File: src/rtl/alu_mult_sequencer.sv
// rtl/alu_mult_sequencer.sv - shift-and-add unsigned multiply sequencer on a shared ALU
//
// Computes the low WIDTH bits of multiplicand * multiplier by borrowing the
// shared single-cycle ALU. While the ALU is borrowed, it is always issued an add.
//
// Ports
//   clk_i            clock, rising edge
//   reset_i          synchronous, active-high reset
//   start_i          multiply request, only accepted when idle
//   multiplicand_i   operand A, latched on an accepted start
//   multiplier_i     operand B, latched on an accepted start
//   alu_out_i        combinational result from the shared ALU
//   alu_control_o    ALU opcode: add while running, 3'b000 otherwise
//   alu_a_o          ALU operand A: running accumulator while running, else 0
//   alu_b_o          ALU operand B: shifted multiplicand or 0 while running, else 0
//   busy_o           high while running and in the done cycle
//   done_o           one-cycle pulse when product_o becomes valid
//   product_o        result, held until overwritten by the next completion
module alu_mult_sequencer #(
  parameter int WIDTH = 32,
  parameter int CNT_W = 6
) (
  input  logic             clk_i,
  input  logic             reset_i,
  input  logic             start_i,
  input  logic [WIDTH-1:0] multiplicand_i,
  input  logic [WIDTH-1:0] multiplier_i,
  input  logic [WIDTH-1:0] alu_out_i,
  output logic [2:0]       alu_control_o,
  output logic [WIDTH-1:0] alu_a_o,
  output logic [WIDTH-1:0] alu_b_o,
  output logic             busy_o,
  output logic             done_o,
  output logic [WIDTH-1:0] product_o
);

  localparam logic [2:0] ALU_ADD = 3'b010;
  localparam logic [2:0] ALU_NOP = 3'b000;

  typedef enum logic [1:0] {
    S_IDLE = 2'b00,
    S_RUN  = 2'b01,
    S_DONE = 2'b10
  } state_t;

  state_t           state_q, state_d;
  logic [WIDTH-1:0] mcand_q;
  logic [WIDTH-1:0] mplier_q;
  logic [WIDTH-1:0] acc_q;
  logic [WIDTH-1:0] product_q;
  logic [CNT_W-1:0] count_q;
  logic             last_step;

  // Stop after this step if the counter has reached the final bit position, or
  // if no set multiplier bits remain once the current bit is shifted out.
  assign last_step = (count_q == CNT_W'(WIDTH - 1)) || ((mplier_q >> 1) == '0);

  // State register
  always_ff @(posedge clk_i) begin
    if (reset_i) begin
      state_q <= S_IDLE;
    end else begin
      state_q <= state_d;
    end
  end

  // Next-state logic
  always_comb begin
    state_d = state_q;
    case (state_q)
      S_IDLE:  if (start_i) state_d = S_RUN;
      S_RUN:   if (last_step) state_d = S_DONE;
      S_DONE:  state_d = S_IDLE;
      default: state_d = S_IDLE;
    endcase
  end

  // Datapath registers; alu_out_i is only consumed during RUN.
  always_ff @(posedge clk_i) begin
    if (reset_i) begin
      mcand_q   <= '0;
      mplier_q  <= '0;
      acc_q     <= '0;
      count_q   <= '0;
      product_q <= '0;
    end else begin
      case (state_q)
        S_IDLE: begin
          if (start_i) begin
            mcand_q  <= multiplicand_i;
            mplier_q <= multiplier_i;
            acc_q    <= '0;
            count_q  <= '0;
          end
        end
        S_RUN: begin
          acc_q    <= alu_out_i;
          mcand_q  <= mcand_q << 1;
          mplier_q <= mplier_q >> 1;
          count_q  <= count_q + 1'b1;
          if (last_step) begin
            product_q <= alu_out_i;
          end
        end
        default: ;
      endcase
    end
  end

  // Output logic: driven from registered state only, no start/operand paths.
  always_comb begin
    alu_control_o = ALU_NOP;
    alu_a_o       = '0;
    alu_b_o       = '0;
    busy_o        = 1'b0;
    done_o        = 1'b0;
    case (state_q)
      S_RUN: begin
        alu_control_o = ALU_ADD;
        alu_a_o       = acc_q;
        alu_b_o       = mplier_q[0] ? mcand_q : '0;
        busy_o        = 1'b1;
      end
      S_DONE: begin
        busy_o = 1'b1;
        done_o = 1'b1;
      end
      default: ;
    endcase
  end

  assign product_o = product_q;

endmodule

File: config.mk
export PLATFORM = sky130hd
export DESIGN_NAME = alu_mult_sequencer
export DESIGN_NICKNAME = d
export VERILOG_FILES = /design/src/rtl/alu_mult_sequencer.sv
export SDC_FILE = /design/constraint.sdc
export NUM_CORES = 1
export LEC_CHECK = 0
export ABC_AREA = 0
export CAP_MARGIN = 0
export CELL_PAD_IN_SITES_DETAIL_PLACEMENT = 0
export CELL_PAD_IN_SITES_GLOBAL_PLACEMENT = 1
export CORE_ASPECT_RATIO = 1.5
export CORE_MARGIN = 4
export CORE_UTILIZATION = 35
export DETAILED_ROUTE_END_ITERATION = 16
export GPL_TIMING_DRIVEN = 1
export PLACE_DENSITY_LB_ADDON = 0.1
export SLEW_MARGIN = 10
export SYNTH_ARGS = -nofsm -noshare
export SYNTH_HDL_FRONTEND = slang
export SYNTH_SLANG_ARGS = --single-unit
File: constraint.sdc
create_clock -name clk_i -period 2.25 [get_ports clk_i]
set_input_delay 0.225 -clock clk_i [delete_from_list [all_inputs] [get_ports clk_i]]
set_output_delay 0.225 -clock clk_i [all_outputs]
set_load 0.005 [all_outputs]
Word level (Yosys, flattened, before mapping)

Cells that the tools add are included.

Mux-type cells: 17
Reduce and logical (&&, ||, !) cells: 8
Equality and inequality tests: 5
Add/subtract/negate cells: 1

Operator list:

| kind                                                             | count |
|---|---|
| 32-bit 2-to-1 mux                                                | 6 |
| 32-bit case mux with 2 select lines                              | 3 |
| 32-bit zero test                                                 | 1 |
| 6-bit case mux with 2 select lines                               | 1 |
| 6-bit by 1-bit adder with 6-bit output (second input constant)   | 1 |
| 6-bit by 5-bit == test with 1-bit output (second input constant) | 1 |
| 2-bit 2-to-1 mux                                                 | 3 |
| 6-bit 2-to-1 mux                                                 | 1 |
| 2-bit AND reduction                                              | 3 |
| 2-bit inequality test (second input constant)                    | 2 |
| 2-bit case mux with 2 select lines                               | 1 |
| 2-bit by 1-bit == test with 1-bit output (second input constant) | 1 |
| 2-bit == test (second input constant)                            | 1 |
| 2-bit zero test                                                  | 1 |
| 1-bit 2-to-1 mux                                                 | 2 |
| 2-bit nonzero test                                               | 1 |
| 2-bit OR reduction                                               | 1 |
| 1-bit logical OR                                                 | 1 |

Input bits: 99
Register bits after elaboration: 136

Longest topological paths before layout

Gate-level depths: netlist (run 1).

Depth after elaboration: 4
Depth in mapped cells: 10
Gate-level depth less buffers: 6

Least setup slack after synthesis (run 1)

Ideal clock, no wire load.

Kind: register to output
From: register state_q[1]
To: output port alu_b_o[13]
Slack: 594 ps
Buffers on the path: 3
Required time: 2025 ps
Arrival time: 1431 ps
Cell stages (with the launch flop): 7
Cells stage by stage: dfxtp_1 inv_1 ha_1 buf_2 buf_2 clkbuf_1 and3_1

Word-level cells in the longest chain between the ends: 2

Ends and longest elaborated chain:

| what                                     | line | RTL |
|---|---|---|
| start, declared                          | 46   | `state_t state_q, state_d;` |
| start signal, assigned                   | 63   | `state_q <= state_d;` |
| 2-bit by 1-bit == test with 1-bit output | 117  | `case (state_q)` |
| 32-bit 2-to-1 mux                        | 117  |  |
| end, declared                            | 31   | `output logic [WIDTH-1:0] alu_b_o,` |

Every way passes these cells.

Worst setup path after layout (run 1)

From: register state_q[1]
To: output port alu_b_o[2]

Same word-level chain as after synthesis.

==> summary.txt, run 1 <==
Placement
  – Dpl hpwl: 15000 µm
  – Port Buffers: 197
  – Routability cong.: 0.782

Timing
  – Slew Viols, Final: 0
  – Clock Skew: 0.00768 ns
  – Crit path time final: 2.16 ns
  – Final Cycle Share: 96.1%
  – Slew Limit Headroom: 43.5%
  – Highest Clock Rate: 462 MHz
  – Worst Max-Slew Pin Slew: 0.847 ns
  – Setup violators final: 0
  – RSZ-0062 raised after global routing: true
  – Final hold viol count: 0
  – WHS: 0.435 ns

Power
  – Final Power: 6.89 mW
  – Lkg Pwr: 3.69 nW
  – PD cells: 709 nW/µm²
  – Worst ir drop on vdd: 0.347 mV

Critical path
  – Crit. End Element: output port
  – R2R cell count: 8
  – CP Data Arrival Time: 1.94 ns
  – Req. time, crit path: 2.03 ns
  – Crit Path Category: reg2out
  – Worst setup SP type: register
  – Worst-path maximum fanout: 9
  – Reg2reg setup slack: 0.36 ns

Status
  – Status: completed

Die
  – Die Span Y: 180 µm
  – Initial cell density of the core: 35.8%
  – # rows: 62
  – CORE AREA: 19200 µm²
  – Die area: 22000 µm²
  – Top Ports: 200
  – Chip width: 123 µm

Final layout
  – P&R area growth vs syn: 40.9%
  – Most frequent cells in the layout: clkdlybuf4s50_1, dfxtp_1, nor2_1
  – Antenna diodes: 0
  – Leading cell type in the layout, fill and taps excluded: clkdlybuf4s50_1
  – Layout cells sized above 1: 8.22%
  – Nets: 1051

Synthesis
  – Synth top area cells: dfxtp_1, and3_1, nand3_1, mux2i_1, nor2_1
  – Register bit total from synthesis: 136
  – Yosys warning count: 0
  – FFs w/ async S/R, synth: 0%
  – Yosys top cell by area: dfxtp_1
  – Synth Flop Type: dfxtp_1
  – Library cells used by synthesis: 41
  – Syn Area/Cell: 8.62 µm²
  – Post-Syn Area: 6890 µm²
  – EDFF count, synth: 0
  – Seq/Total Area, Yosys: 39.5%
  – Top-area cell type share of the netlist area: 39.5%
  – Post-synthesis instance total: 799

Min path
  – Hold Path Depth: 3
  – Hold Crit Class: in2reg

Clock tree
  – Clock transition at path regs: 0.06 ns
  – CTS tree: done
  – Skew-Pair Late Insertion Delay: 0.42 ns
  – # hold bufs at CTS: 0
  – Root buffer cell: clkbuf_16
  – Clock net sink count: 136
  – H-tree depth: 4
  – Max clock buf depth: 2
  – CTS buffer count: 17

Detailed routing
  – DR iter-0 viols: 425
  – Vias: 6828
  – Antenna-violating nets left: 0
  – Final WL: 22400 µm
  – Via-per-instance ratio: 5.61
  – Drt first pass iters: 6
  – Post-route DRC: 0
  – Drt wl/cell: 18.4 µm

GRT
  – Vias in the first global route: 6873
  – First-pass GRT wire length: 35600 µm
  – Global-route usage over all layers: 19.8%
  – Total grt overflow: 0
  – Antenna violations before repair: 0
  – Largest net degree at the start of global routing: 77

Flow run
  – MaxCap Viol Count: 0
-- flip-flops by register name, summed over array words and instances (netlist names) --
register and cells:
state_q 2, acc_q 32, mplier_q 32, count_q 6
product_o 32, mcand_q 32
-- timing repair --
action,in CTS,in global routing
gates cloned,0,1
gates resized for setup,0,3
pin swaps,0,0
endpoints found under the setup margin,42,43
buffers inserted,3,0
-- layout make-up --
cell class	count	area [µm²]
fillers	1900	9530
flip-flops and latches	136	2720
multi-input cells	559	3700
clock buffers	20	447
clock inverters	12	175
repair buffers	229	2320
well taps	256	320
inverters	5	20.0
-- kinds of logic after synthesis --
logic type	share of synthesized area (%)
muxes	4.81
DFF	39.5
buffers and inverters	6.95
AOI/OAI and AO/OA	23.5
adders and majority gates	0.726
other	0.0544
xor gates and xnor gates	0.509
and+or+nand+nor	23.9
-- report_power, final --
part           total, mW  switching (mW)  internal [mW]
sequential          2.74           0.151           2.59
clock               2.95            1.07           1.88
combinational       1.20           0.641          0.556
total               6.89            1.86           5.02
-- synth_stat cells (all sizes together) (6+ instances only) --
master / n
a22oi: 34
a21oi: 23
dfxtp: 136
nor4: 7
o21ai: 25
o221ai: 22
nor2: 82
nand3b: 22
a32oi: 32
o22ai: 9
buf: 41
o2111ai: 32
nand2: 6
mux2i: 32
clkbuf: 59
nor3: 9
and2: 34
nand3: 66
a211oi: 35
and3: 65
-- routing by layer --
metal | GRT usage [%] | vias up | wire length (µm)
met2 | 35.0 | 205 | 11700
met3 | 5.22 | 21 | 1370
met1 | 23.2 | 3272 | 8990
met4 | 5.70 | 0 | 302
li1 | - | 3330 | -
met5 | 0 | - | 0
-- critical path: stages, from the launching register on --
cell	delay (ns)
dfxtp_1	0.34
inv_2	0.09
ha_4	0.23
buf_4	0.17
and3_1	0.18
clkdlybuf4s50_1	0.51
-- worst paths after layout --
check,endpoint,startpoint
min,mcand_q[31],multiplicand_i[31]
min reg2reg,acc_q[19],acc_q[19]
max reg2reg,mcand_q[21],state_q[1]
max,alu_b_o[2],state_q[1]
-- metrics by stage --
step           util, %  area, µm²  worst slack [ns]  instances  TNS (ns)
2_1_floorplan        -       6890             0.594        800         0
6_report          50.5       9710            0.0868       1217         0
3_5_place_dp      46.9       9030             0.319       1181         0
5_1_grt           50.5       9710           -0.0129       1217   -0.0291
3_3_place_gp      46.9       9030             0.393       1181         0
4_1_cts           50.3       9680            0.0180       1216         0
Power figures use the tool's default switching activity.
==> inputs of run 2 (changes only) <==
Settings changed: PLACE_DENSITY set to 0.85, PLACE_DENSITY_LB_ADDON 0.1 to unset.
==> run 2 against run 1 <==
Combinational power about the same; fmax rose by 0.61%; critical path depth is 1 lower; hold slack worse by 0.013 ns; critical path type unchanged; highest routed layer unchanged.
==> summary.txt, run 2 (same netlist as run 1, synthesis figures left out) <==
Status
  – Status: completed (unchanged)

Flow run
  – MaxCap Viol Count: 0 (unchanged)

Min path
  – Hold Crit Class: in2reg (unchanged)
  – Hold Path Depth: 3 (unchanged)

Critical path
  – R2R cell count: 6 (was 8)
  – Worst-path maximum fanout: 23 (was 9)
  – CP Data Arrival Time: 1.93 ns (was 1.94 ns)
  – Req. time, crit path: 2.03 ns (about the same)
  – Worst setup SP type: register (unchanged)
  – Crit. End Element: output port (unchanged)
  – Crit Path Category: reg2out (unchanged)

Die
  – Chip width: 123 µm (unchanged)
  – CORE AREA: 19200 µm² (unchanged)
  – Top Ports: 200 (unchanged)
  – Die Span Y: 180 µm (unchanged)
  – Die area: 22000 µm² (unchanged)
  – Initial cell density of the core: 35.8% (unchanged)
  – # rows: 62 (unchanged)

Final layout
  – P&R area growth vs syn: 40.3% (was 40.9%)
  – Nets: 1051 (unchanged)
  – Most frequent cells in the layout: clkdlybuf4s50_1, dfxtp_1, nor2_1 (unchanged)
  – Antenna diodes: 0 (unchanged)
  – Leading cell type in the layout, fill and taps excluded: clkdlybuf4s50_1 (unchanged)
  – Layout cells sized above 1: 8.32% (was 8.22%)
  – Fin area: 9670 µm² (was 9710 µm²)

Power
  – Worst ir drop on vdd: 0.373 mV (was 0.347 mV)
  – Share of total power in the clock network: 41.5% (was 42.9%)
  – Final Power: 6.70 mW (was 6.89 mW)
  – Sw Ratio: 28.3% (was 27.1%)
  – Flop pwr share: 40.8% (was 39.7%)
  – Gate power share: 17.8% (was 17.4%)
  – PD cells: 694 nW/µm² (was 709 nW/µm²)
  – Power Internal: 4.81 mW (was 5.02 mW)
  – Switch Pwr: 1.90 mW (was 1.86 mW)
  – Lkg Pwr: 3.67 nW (was 3.69 nW)

Timing
  – Worst Max-Slew Pin Slew: 0.883 ns (was 0.847 ns)
  – Slew Viols, Final: 0 (unchanged)
  – Slew Limit Headroom: 41.2% (was 43.5%)
  – Clock Skew: 0.0120 ns (was 0.00768 ns)
  – Final Cycle Share: 95.6% (was 96.1%)
  – Final hold viol count: 0 (unchanged)
  – Setup_tns: 0 ns (unchanged)
  – Crit path time final: 2.15 ns (was 2.16 ns)
  – RSZ-0062 raised after global routing: false (was true)
  – Setup violators final: 0 (unchanged)
  – Highest Clock Rate: 465 MHz (was 462 MHz)

Detailed routing
  – DR iter-0 viols: 563 (was 425)
  – DR WL met3: 1280 µm (was 1370 µm)
  – Metal2 WL: 11100 µm (was 11700 µm)
  – DRT met1 WL: 9070 µm (was 8990 µm)
  – Final WL: 22000 µm (was 22400 µm)
  – Drt wl/cell: 18.1 µm (was 18.4 µm)
  – Post-route DRC: 0 (unchanged)
  – Antenna-violating nets left: 0 (unchanged)
  – Via-per-instance ratio: 5.56 (was 5.61)
  – Drt first pass iters: 5 (was 6)
  – Uppermost layer routed: met4 (unchanged)
  – Vias: 6761 (was 6828)

Placement
  – Dpl hpwl: 14300 µm (was 15000 µm)
  – Routability cong.: 0.764 (was 0.782)
  – Port Buffers: 197 (unchanged)
  – Post-placement cell area: 9030 µm² (about the same)

Clock tree
  – Clock net sink count: 136 (unchanged)
  – CTS buffer count: 17 (unchanged)
  – Skew-Pair Late Insertion Delay: 0.42 ns (about the same)
  – # hold bufs at CTS: 0 (unchanged)
  – H-tree depth: 4 (unchanged)
  – CTS tree: done (unchanged)
  – Clock transition at path regs: 0.06 ns (about the same)
  – Root buffer cell: clkbuf_16 (unchanged)
  – Max clock buf depth: 2 (unchanged)

GRT
  – Vias in the first global route: 6381 (was 6873)
  – First-pass GRT wire length: 34400 µm (was 35600 µm)
  – Total grt overflow: 0 (unchanged)
  – Largest net degree at the start of global routing: 77 (unchanged)
  – Antenna violations before repair: 0 (unchanged)
  – Global-route usage over all layers: 19.2% (was 19.8%)
==> run 2: cell count changes in the layout (fill, tap and decap cells not counted), moves of 2 or more <==
| cell | delta |
|---|---|
| clkinv_2 | -2 |
| inv_6 | +2 |
| bufinv_16 | -2 |
| clkinvlp_4 | +2 |
==> run 2: critical path, cell delays in order, from the launching register on <==
cell	delay (ns)
dfxtp_1	0.40
ha_4	0.24
buf_12	0.18
and3_1	0.19
clkdlybuf4s50_1	0.51
==> run 2: per-stage QoR <==
stage	instances	setup slack [ns]	hold slack [ns]	util, %
CTS	1215	0.00723	0.405	50.0
floorplan	800	0.594	0.373	-
global placement	1182	0.215	0.471	46.9
detailed placement	1182	0.176	0.479	46.9
global route	1217	0.00850	0.428	50.2
finish	1217	0.0999	0.421	50.2
==> run 2: final timing paths <==
check | from | end | slack [ns]
worst max-delay path | state_q[0] | alu_b_o[2] | 0.1
worst min-delay path | reset_i | state_q[0] | 0.42
worst max register to register | state_q[0] | mplier_q[24] | 0.31
worst min register to register | acc_q[21] | acc_q[21] | 0.49
==> run 2: cell type report <==
cell class | count | area [µm²]
clock buffers | 19 | 443
clock inverters | 13 | 146
fillers | 1884 | 9570
inverters | 5 | 20.0
multi-input cells | 559 | 3700
flip-flops and latches | 136 | 2720
well taps | 256 | 320
repair buffers | 229 | 2310
==> run 2: layer usage <==
metal  track usage, %  vias to the layer above
met2             32.6                      199
met1             23.5                     3206
li1                 -                     3325
met4             7.44                        0
met5                0                        -
met3             4.09                       31
==> run 2: power groups by stage <==
| stage | Clock, mW | Sequential [mW] | Combinational (mW) |
|---|---|---|---|
| after floorplan | 0 | 2.74 | 0.744 |
| after global placement | 0 | 2.78 | 1.16 |
| after detailed placement | 0 | 2.79 | 1.17 |
| after CTS | 2.85 | 2.73 | 1.18 |
| after global routing | 2.93 | 2.76 | 1.30 |
| final | 2.78 | 2.73 | 1.19 |
==> run 2: timing repair <==
item / CTS / global route
resized for setup: 0 / 4
pin swaps: 0 / 1
setup endpoints to repair: 47 / 41
gates cloned: 0 / 1
buffers inserted: 1 / 1
